File: src/rtl/syn_pcm_mem_rd_pkg.sv
// Shared types for the PCM buffer read controller: FSM states, read owners,
// the tag that travels alongside each memory read, and error-bit positions.
package syn_pcm_mem_rd_pkg;

  // Address width carried in the tag; the controller's ADDR_W must not exceed it.
  localparam int unsigned TAG_ADDR_W = 8;

  typedef enum logic [1:0] {
    ST_IDLE  = 2'd0,
    ST_BURST = 2'd1,
    ST_DRAIN = 2'd2
  } state_e;

  typedef enum logic {
    OWN_BST = 1'b0,
    OWN_LB  = 1'b1
  } owner_e;

  typedef struct packed {
    logic                  vld;
    owner_e                owner;
    logic [TAG_ADDR_W-1:0] addr;
  } rd_tag_t;

  // err_flag bit positions
  localparam int ERR_VLD_BIT = 0;  // tag valid disagreed with memory valid
  localparam int ERR_OVR_BIT = 1;  // new buffer-ready edge while a burst was busy

endpackage

File: src/rtl/syn_pcm_rd_tag_pipe.sv
// Fixed-latency tag delay line: each tag re-appears RD_DELAY cycles after it
// enters, aligned with the memory's read data. Also reports whether any burst
// read is still travelling through the line.
module syn_pcm_rd_tag_pipe
  import syn_pcm_mem_rd_pkg::*;
#(
  parameter int RD_DELAY = 2
) (
  input  logic    clk_ir,
  input  logic    rst_il,
  input  rd_tag_t tag_in,
  output rd_tag_t tag_out,
  output logic    bst_in_flight
);

  rd_tag_t pipe_q [RD_DELAY];

  // Shift tags one stage per cycle.
  // NOTE: this array is cleared on reset because stale valid bits would be
  // mistaken for live reads; plain data storage would not need a reset.
  always_ff @(posedge clk_ir or negedge rst_il) begin
    if (!rst_il) begin
      for (int i = 0; i < RD_DELAY; i++) pipe_q[i] <= '0;
    end else begin
      pipe_q[0] <= tag_in;
      for (int i = 1; i < RD_DELAY; i++) pipe_q[i] <= pipe_q[i-1];
    end
  end

  assign tag_out = pipe_q[RD_DELAY-1];

  // OR-reduce burst-owned valid tags across all stages.
  always_comb begin
    bst_in_flight = 1'b0;
    for (int i = 0; i < RD_DELAY; i++) begin
      if (pipe_q[i].vld && pipe_q[i].owner == OWN_BST) bst_in_flight = 1'b1;
    end
  end

endmodule

File: src/rtl/syn_pcm_mem_rd_ctrl.sv
// PCM buffer read controller: sequences a sample burst on each buffer-ready
// edge, fairly interleaves single-word host reads, and steers fixed-latency
// read data back to its requester using a tag pipeline.
module syn_pcm_mem_rd_ctrl
  import syn_pcm_mem_rd_pkg::*;
#(
  parameter int DATA_W      = 32,
  parameter int ADDR_W      = TAG_ADDR_W,
  parameter int RD_DELAY    = 2,
  parameter int NUM_SAMPLES = 128
) (
  input  logic              clk_ir,
  input  logic              rst_il,
  input  logic              pcm_data_rdy,
  output logic [ADDR_W-1:0] pcm_addr,
  output logic              pcm_rden,
  input  logic [DATA_W-1:0] pcm_rdata,
  input  logic              pcm_rd_valid,
  input  logic              bst_rdy,
  output logic              bst_valid,
  output logic [DATA_W-1:0] bst_data,
  output logic [ADDR_W-1:0] bst_idx,
  output logic              bst_done,
  input  logic              lb_rd_req,
  input  logic [ADDR_W-1:0] lb_addr,
  output logic              lb_rd_ack,
  output logic              lb_rd_valid,
  output logic [DATA_W-1:0] lb_rdata,
  input  logic              err_clr,
  output logic [1:0]        err_flag
);

  // One extra bit so a burst of 2^ADDR_W samples does not wrap.
  localparam int CNT_W = ADDR_W + 1;

  state_e             state_q, state_d;
  logic [CNT_W-1:0]   cnt_q, cnt_d;
  logic               rdy_d;
  logic               start_edge;
  logic               prio_lb_q;
  logic               bst_req, gnt_bst, gnt_lb;
  rd_tag_t            iss_tag_d, iss_tag_q;
  rd_tag_t            ret_tag;
  logic               pipe_bst_in_flight;
  logic               bst_in_flight;
  logic [1:0]         err_set;

  assign start_edge = pcm_data_rdy & ~rdy_d;
  assign bst_req    = (state_q == ST_BURST) && bst_rdy;

  // Grant: a lone requester wins; under contention the previous loser wins.
  always_comb begin
    gnt_bst = bst_req && (!lb_rd_req || !prio_lb_q);
    gnt_lb  = lb_rd_req && (!bst_req || prio_lb_q);
  end

  assign lb_rd_ack = gnt_lb;

  // Tag for the read granted this cycle; address is zero when nothing issues.
  always_comb begin
    iss_tag_d       = '0;
    iss_tag_d.vld   = gnt_bst || gnt_lb;
    iss_tag_d.owner = gnt_lb ? OWN_LB : OWN_BST;
    if (gnt_lb)       iss_tag_d.addr = TAG_ADDR_W'(lb_addr);
    else if (gnt_bst) iss_tag_d.addr = TAG_ADDR_W'(cnt_q[ADDR_W-1:0]);
  end

  assign bst_in_flight = pipe_bst_in_flight || bst_valid ||
                         (iss_tag_q.vld && iss_tag_q.owner == OWN_BST);

  // Next-state, burst counter and done pulse.
  // NOTE: every output of this block gets a default first so no path leaves
  // it unassigned, which would otherwise infer a latch.
  always_comb begin
    state_d  = state_q;
    cnt_d    = cnt_q;
    bst_done = 1'b0;
    unique case (state_q)
      ST_IDLE: begin
        if (start_edge) begin
          state_d = ST_BURST;
          cnt_d   = '0;
        end
      end
      ST_BURST: begin
        if (gnt_bst) begin
          cnt_d = cnt_q + 1'b1;
          if (cnt_q == CNT_W'(NUM_SAMPLES - 1)) state_d = ST_DRAIN;
        end
      end
      ST_DRAIN: begin
        if (!bst_in_flight) begin
          bst_done = 1'b1;
          state_d  = ST_IDLE;
        end
      end
      default: state_d = ST_IDLE;
    endcase
  end

  // State, counter, edge detector and fairness pointer.
  // NOTE: sequential state uses non-blocking assignments so every register
  // samples pre-edge values regardless of statement order.
  always_ff @(posedge clk_ir or negedge rst_il) begin
    if (!rst_il) begin
      state_q   <= ST_IDLE;
      cnt_q     <= '0;
      rdy_d     <= 1'b0;
      prio_lb_q <= 1'b0;
    end else begin
      state_q <= state_d;
      cnt_q   <= cnt_d;
      rdy_d   <= pcm_data_rdy;
      if (bst_req && lb_rd_req) prio_lb_q <= gnt_bst;
    end
  end

  // Registered issue stage: drives the memory strobe/address and feeds the tags.
  always_ff @(posedge clk_ir or negedge rst_il) begin
    if (!rst_il) iss_tag_q <= '0;
    else         iss_tag_q <= iss_tag_d;
  end

  assign pcm_rden = iss_tag_q.vld;
  assign pcm_addr = ADDR_W'(iss_tag_q.addr);

  syn_pcm_rd_tag_pipe #(
    .RD_DELAY (RD_DELAY)
  ) u_tag_pipe (
    .clk_ir        (clk_ir),
    .rst_il        (rst_il),
    .tag_in        (iss_tag_q),
    .tag_out       (ret_tag),
    .bst_in_flight (pipe_bst_in_flight)
  );

  // Registered return stage: steer read data by the emerging tag's owner.
  always_ff @(posedge clk_ir or negedge rst_il) begin
    if (!rst_il) begin
      bst_valid   <= 1'b0;
      bst_data    <= '0;
      bst_idx     <= '0;
      lb_rd_valid <= 1'b0;
      lb_rdata    <= '0;
    end else begin
      bst_valid   <= ret_tag.vld && (ret_tag.owner == OWN_BST);
      bst_data    <= (ret_tag.vld && ret_tag.owner == OWN_BST) ? pcm_rdata : '0;
      bst_idx     <= (ret_tag.vld && ret_tag.owner == OWN_BST) ? ADDR_W'(ret_tag.addr) : '0;
      lb_rd_valid <= ret_tag.vld && (ret_tag.owner == OWN_LB);
      lb_rdata    <= (ret_tag.vld && ret_tag.owner == OWN_LB) ? pcm_rdata : '0;
    end
  end

  always_comb begin
    err_set              = '0;
    err_set[ERR_VLD_BIT] = ret_tag.vld != pcm_rd_valid;
    err_set[ERR_OVR_BIT] = start_edge && (state_q != ST_IDLE);
  end

  // Sticky error flags; a new error wins over a simultaneous clear.
  always_ff @(posedge clk_ir or negedge rst_il) begin
    if (!rst_il) err_flag <= '0;
    else         err_flag <= err_set | (err_clr ? 2'b00 : err_flag);
  end

endmodule

File: config.mk
export PLATFORM = sky130hd
export DESIGN_NAME = syn_pcm_mem_rd_ctrl
export DESIGN_NICKNAME = d
export VERILOG_FILES = /design/src/rtl/syn_pcm_mem_rd_pkg.sv /design/src/rtl/syn_pcm_rd_tag_pipe.sv /design/src/rtl/syn_pcm_mem_rd_ctrl.sv
export SDC_FILE = /design/constraint.sdc
export NUM_CORES = 1
export LEC_CHECK = 0
export CORE_ASPECT_RATIO = 0.6
export CORE_UTILIZATION = 49
export DETAILED_ROUTE_END_ITERATION = 8
export GPL_TIMING_DRIVEN = 1
export PLACE_DENSITY = 0.84
export SYNTH_ARGS = -nofsm -noshare
export SYNTH_HDL_FRONTEND = slang
export SYNTH_HIERARCHICAL = 1
export SYNTH_SLANG_ARGS = --single-unit
File: constraint.sdc
create_clock -name clk_ir -period 4.7 [get_ports clk_ir]
set_clock_uncertainty 0.15 [all_clocks]
set_input_delay 0.47 -clock clk_ir [delete_from_list [all_inputs] [get_ports clk_ir]]
set_output_delay 0.47 -clock clk_ir [all_outputs]
set_load 0.1 [all_outputs]
==> results of run 1 <==
layout by cell type, fill, tap and decap left out, types with 2 or more instances in the layout:
cell             count
nand3b_1             2
and2_1              43
nor2_1               7
nand2_1             25
o21ai_0              2
clkinvlp_4           3
nand4_1              2
bufinv_16            3
dfrtp_1            119
clkinv_4             4
nand3_1             12
buf_4                6
inv_6                2
xnor2_1              6
clkbuf_16           17
nor4b_1              2
inv_1                7
nand2b_1             2
clkbuf_8             2
nor4_1               2
and3_1              34
clkdlybuf4s50_1    130
power by group:
group / switching [mW] / total [mW] / internal, mW / leakage [nW]
clock network: 0.457 / 1.32 / 0.866 / 0.296
logic: 0.723 / 0.950 / 0.227 / 1.04
registers: 0.0736 / 1.22 / 1.15 / 1.56
total: 1.25 / 3.49 / 2.24 / 2.89
stage by stage:
stage               std cells  setup slack (ns)  cell area [um^2]  hold slack, ns
finish                    558              1.73              6050          0.0621
global route              558              1.49              6050           0.150
CTS                       558              1.71              6050           0.101
detailed placement        526              1.97              5420           0.185
global placement          526              2.09              5420           0.182
floorplan                 312             0.729              4120          0.0244
cells by family after synthesis:
kind of cell | count (synthesis) | synth area share
compound gates | 9 | 0.0161
xor+xnor | 7 | 0.0149
fa+ha+maj | 1 | 0.00304
buf+inv | 37 | 0.0501
mux | 1 | 0.00243
simple gates | 138 | 0.190
flops | 119 | 0.723
layout make-up:
type,count,area [um^2],area share
flip-flops and latches,119,2980,0.493
repair buffers,136,1350,0.223
multi-input cells,156,937,0.155
clock buffers,19,453,0.0749
clock inverters,13,170,0.0281
well taps,108,135,0.0224
inverters,7,26.3,0.00435
registers in the layout, summed over array words and instances, names as in the netlist:
signal,cells
bst_valid,1
bst_data,32
state_q,2
lb_rdata,32
pcm_addr,8
pcm_rden,1
lb_rd_valid,1
u_tag_pipe/pipe_q,10
cnt_q,9
rdy_d,1
prio_lb_q,1
iss_tag_q,1
err_flag,2
bst_idx,8
u_tag_pipe/tag_out,10
metal layers:
metal	GRT usage	share of wire	vias to the layer above
li1	-	-	1256
met2	0.364	0.48	116
met4	0.103	0.013	0
met3	0.0820	0.080	11
met1	0.289	0.43	1390
met5	0	0	-
final timing paths:
kind,from,end,slack (ns),cells past startpoint
worst min register to register,u_tag_pipe/pipe_q[16],u_tag_pipe/tag_out[6],0.20,0
worst max register to register,u_tag_pipe/tag_out[9],bst_data[11],2.68,3
worst min-delay path,rst_il,prio_lb_q,0.06,1
worst max-delay path,u_tag_pipe/tag_out[9],bst_done,1.73,5
max in group asynchronous,rst_il,bst_data[26],3.26,2
min in group clk_ir,u_tag_pipe/pipe_q[16],u_tag_pipe/tag_out[6],0.20,0
==> results_dict.tcl, run 1 <==
set metrics [dict create \
    holdBufCountCts 0 \
    syn_area_mm2 0.00412 \
    port_buffers 133 \
    cts_resized 0 \
    tightest_slew_ns 1.17 \
    leakage_nw 2.89 \
    cp_slowest_cell "dfrtp_1" \
    antenna_left 0 \
    cpPeakStageDelay_ns 0.74 \
    p_per_area_mw_per_mm2 578 \
    max_freq_mhz 337 \
    synth_ff_type "dfrtp_1" \
    period_share 0.631 \
    path_clk_slew_ns 0.05 \
    cp_max_fo 36 \
    fin_crit_ns 2.97 \
    grt_max_degree 80 \
    grt_first_pass_wirelength_mm 14.6 \
    overflow 0 \
    wl_per_cell_um 16.8 \
    drt_pass1_iterations 4 \
    cp_cell_sequence "inv_1, o22ai_2, a211oi_1, nor3b_1, buf_4" \
    min_path_type "in2async" \
    critPathBufInv 2 \
    cts_buffers 17 \
    dieArea_mm2 0.00879 \
    layout.nets 485 \
    setup_viol_count_final 0 \
    cts_tree "yes" \
    ys_seq_elements 119 \
    rows 25 \
    core_region_area_mm2 0.00801 \
    grt_pass1_vias 2831 \
    cts-root-buf "clkbuf_16" \
    crit_required_ns 4.08 \
    post-route-util 0.755 \
    yosys_warnings 6 \
    fillers 519 \
    routed_wl_mm 9.35 \
    globalplace.congestion 0.890 \
    num_vias 2773 \
    n_antenna_cell 0 \
    maxCapViolCount 0 \
    syn2layout_area_growth_pct 46.8 \
    drc 0 \
    synth_common_cells "dfrtp_1, and2_1, and3_1" \
    cts_buffer_depth 2 \
    drv_slew 0 \
    final_hold_viol_count 0 \
    max_slew_margin 0.211 \
    synth_nets 360 \
    syn-mean-instance-area_um2 13.2 \
    netlist_instances 312 \
    synth_edf_count 0 \
    io_pins 134 \
    yosysMostFrequentCell "dfrtp_1" \
    post_cts_buffers 0 \
    dp_hpwl_mm 6.22 \
    grtUsageTotal 0.230 \
    die_h_um 73.0 \
    crit_family "flip-flops" \
    end_kind "output port" \
    yosysSeqAreaShare 0.723 \
    synth_top_area_cell "dfrtp_1" \
    drtIter0Drc 121 \
    synthArstFlopShare 1.00 \
    irDropWorstVdd_v 0.000291 \
    cts_sinks 119 \
    startpoint_type "flop" \
    dieWidth_um 120 \
    cp_data_arrival_time_ns 2.35 \
    finalPower_mw 3.49 \
    start_util 0.514 \
    ys_types 33 \
    clk_latency_ns 0.40 \
    antenna_found_initial 0 \
    tns_ns 0 \
    synth_top_cell_area_share 0.723 \
    h-tree-depth 4 \
    via_per_inst 4.97 \
    rsz0062_at_grt "no" \
    drive_gt1_frac 0.0978 \
    status "complete, no violations" \
    ys_top_cells_by_area "dfrtp_1, and2_1, and3_1" \
    worst-setup-path-type "reg2out" \
]
No activity file was read; power rests on OpenSTA's default activity.
==> run 2, diff against run 1 <==
- CORE_UTILIZATION: 49 -> 45
- PLACE_DENSITY: 0.84 -> 0.78
- clock period: 4.7 -> 2.9 ns (I/O delays scaled with it)
==> results_dict.tcl, run 2 (synthesis gave the netlist of run 1 again) <==
set metrics [dict create \
    violations "DRC" \
    grt_first_pass_wirelength_mm 13.9 \
    port_buffers 133 \
    final_cell_mix "dfrtp_1, buf_4, clkdlybuf4s50_1, and2_1, and3_1" \
    met2WireLength_mm 3.94 \
    clk_latency_ns 0.40 \
    dieWidth_um 126 \
    die_h_um 76.1 \
    maxCapViolCount 0 \
    leakage_nw 3.04 \
    dieArea_mm2 0.00955 \
    n_antenna_cell 0 \
    setup_viol_count_final 0 \
    routed_wl_mm 8.55 \
    layout.nets 489 \
    status "finished with violations" \
    wl_met1_mm 3.76 \
    path_clk_slew_ns 0.05 \
    dr.max_layer_used "met4" \
    startpoint_type "flop" \
    core_region_area_mm2 0.00869 \
    crit_required_ns 2.46 \
    overflow 0 \
    worst-setup-path-type "reg2out" \
    p_per_area_mw_per_mm2 921 \
    cts_buffers 17 \
    num_vias 2690 \
    cp_max_fo 14 \
    drv_slew 0 \
    cts_sinks 119 \
    drc 12 \
    rows 26 \
    final_hold_viol_count 0 \
    min_path_type "reg2reg" \
    dp_hpwl_mm 5.81 \
    antenna_left 0 \
    globalplace.congestion 0.847 \
    drive_gt1_frac 0.276 \
    via_per_inst 4.76 \
    cts_tree "yes" \
    end_kind "output port" \
    drtIter0Drc 116 \
    layout.cells.non_filler 565 \
    max_freq_mhz 452 \
    post_cts_buffers 0 \
    syn2layout_area_growth_pct 42.0 \
    tns_ns 0 \
    cp_data_arrival_time_ns 1.77 \
    dp_cells 533 \
    antenna_found_initial 0 \
    final_common_cell "dfrtp_1" \
    wl_per_cell_um 15.1 \
    met3_length_um 791 \
    holdPathEnd "u_tag_pipe/tag_out[0]" \
    r2r_slack_ns 1.05 \
    h-tree-depth 4 \
    timing.rr.start "state_q[0]" \
    min_delay_path_depth 0 \
    grt_pass1_vias 2767 \
    grtUsageTotal 0.194 \
    irDropWorstVdd_v 0.000447 \
    fillers 651 \
    period_share 0.763 \
    rsz0062_at_grt "no" \
    cts_buffer_depth 2 \
    cts-root-buf "clkbuf_16" \
    top_regs "bst_data (32), lb_rdata (32)" \
    min_from "u_tag_pipe/pipe_q[10]" \
    worst_r2r_endpoint "cnt_q[7]" \
    fin_crit_ns 2.21 \
    grt_max_degree 81 \
    drt_pass1_iterations 8 \
    max_slew_margin 0.608 \
    tightest_slew_ns 0.585 \
    io_pins 134 \
    r2r_cells 4 \
    start_util 0.474 \
]
[run 2: cell types whose count changed in the layout (fill, tap and decap cells not counted), moves of 2 or more]
cell	change
clkdlybuf4s50_1	-85
buf_4	+84
clkbuf_1	+7
buf_12	+4
clkinv_4	-4
clkinvlp_4	-3
bufinv_16	-2
clkbuf_8	+2
inv_6	-2
[run 2: routing by layer]
| metal | vias up | track usage |
|---|---|---|
| li1 | 1263 | - |
| met1 | 1308 | 0.256 |
| met2 | 112 | 0.284 |
| met3 | 7 | 0.0723 |
| met4 | 0 | 0.0890 |
| met5 | - | 0 |
[run 2: power breakdown]
| group | switching [mW] | leakage, nW | internal (mW) | total (mW) |
|---|---|---|---|---|
| Sequential | 0.104 | 1.56 | 1.86 | 1.97 |
| Combinational | 1.18 | 1.21 | 0.342 | 1.52 |
| Clock | 0.642 | 0.268 | 1.26 | 1.90 |
[run 2: metrics by stage]
step / hold slack (ns) / area (um^2) / setup slack (ns) / utilization / total power, mW
after floorplan: -0.156 / 4120 / 0.101 / - / 3.15
after global placement: 0.132 / 5290 / 0.815 / 0.609 / 3.49
after detailed placement: 0.140 / 5290 / 0.769 / 0.609 / 3.52
after CTS: 0.195 / 5850 / 0.665 / 0.673 / 5.43
after global routing: 0.200 / 5850 / 0.587 / 0.673 / 5.59
final: 0.194 / 5850 / 0.687 / 0.673 / 5.39
[run 2: layout make-up]
cell class / count / area (um^2) / area share
flip-flops and latches: 119 / 2980 / 0.509
repair buffers: 140 / 1220 / 0.208
multi-input cells: 156 / 942 / 0.161
clock buffers: 28 / 507 / 0.0866
well taps: 112 / 140 / 0.0240
clock inverters: 3 / 40.0 / 0.00684
inverters: 7 / 26.3 / 0.00449
[run 2: worst max-delay path by stage]
stage | end | cells past startpoint | slack [ns] | startpoint
global placement | lb_rd_ack | 6 | 0.82 | lb_rd_req
global route | lb_rd_ack | 4 | 0.59 | state_q[0]
detailed placement | cnt_q[7] | 5 | 0.77 | bst_rdy
CTS | lb_rd_ack | 4 | 0.67 | state_q[0]
finish | lb_rd_ack | 4 | 0.69 | state_q[0]
floorplan | bst_done | 2 | 0.10 | bst_valid
[run 2: repair_timing]
action | CTS | global route
hold buffers | 1 | 0
resized for setup | 0 | 0
endpoints found under the hold margin | 39 | 0
[run 2: worst max-delay path, cell delays in order (launching register included)]
cell and delay, ns:
dfrtp_1 0.46, and3b_2 0.28, nand2_2 0.21, and2_1 0.24, buf_12 0.19
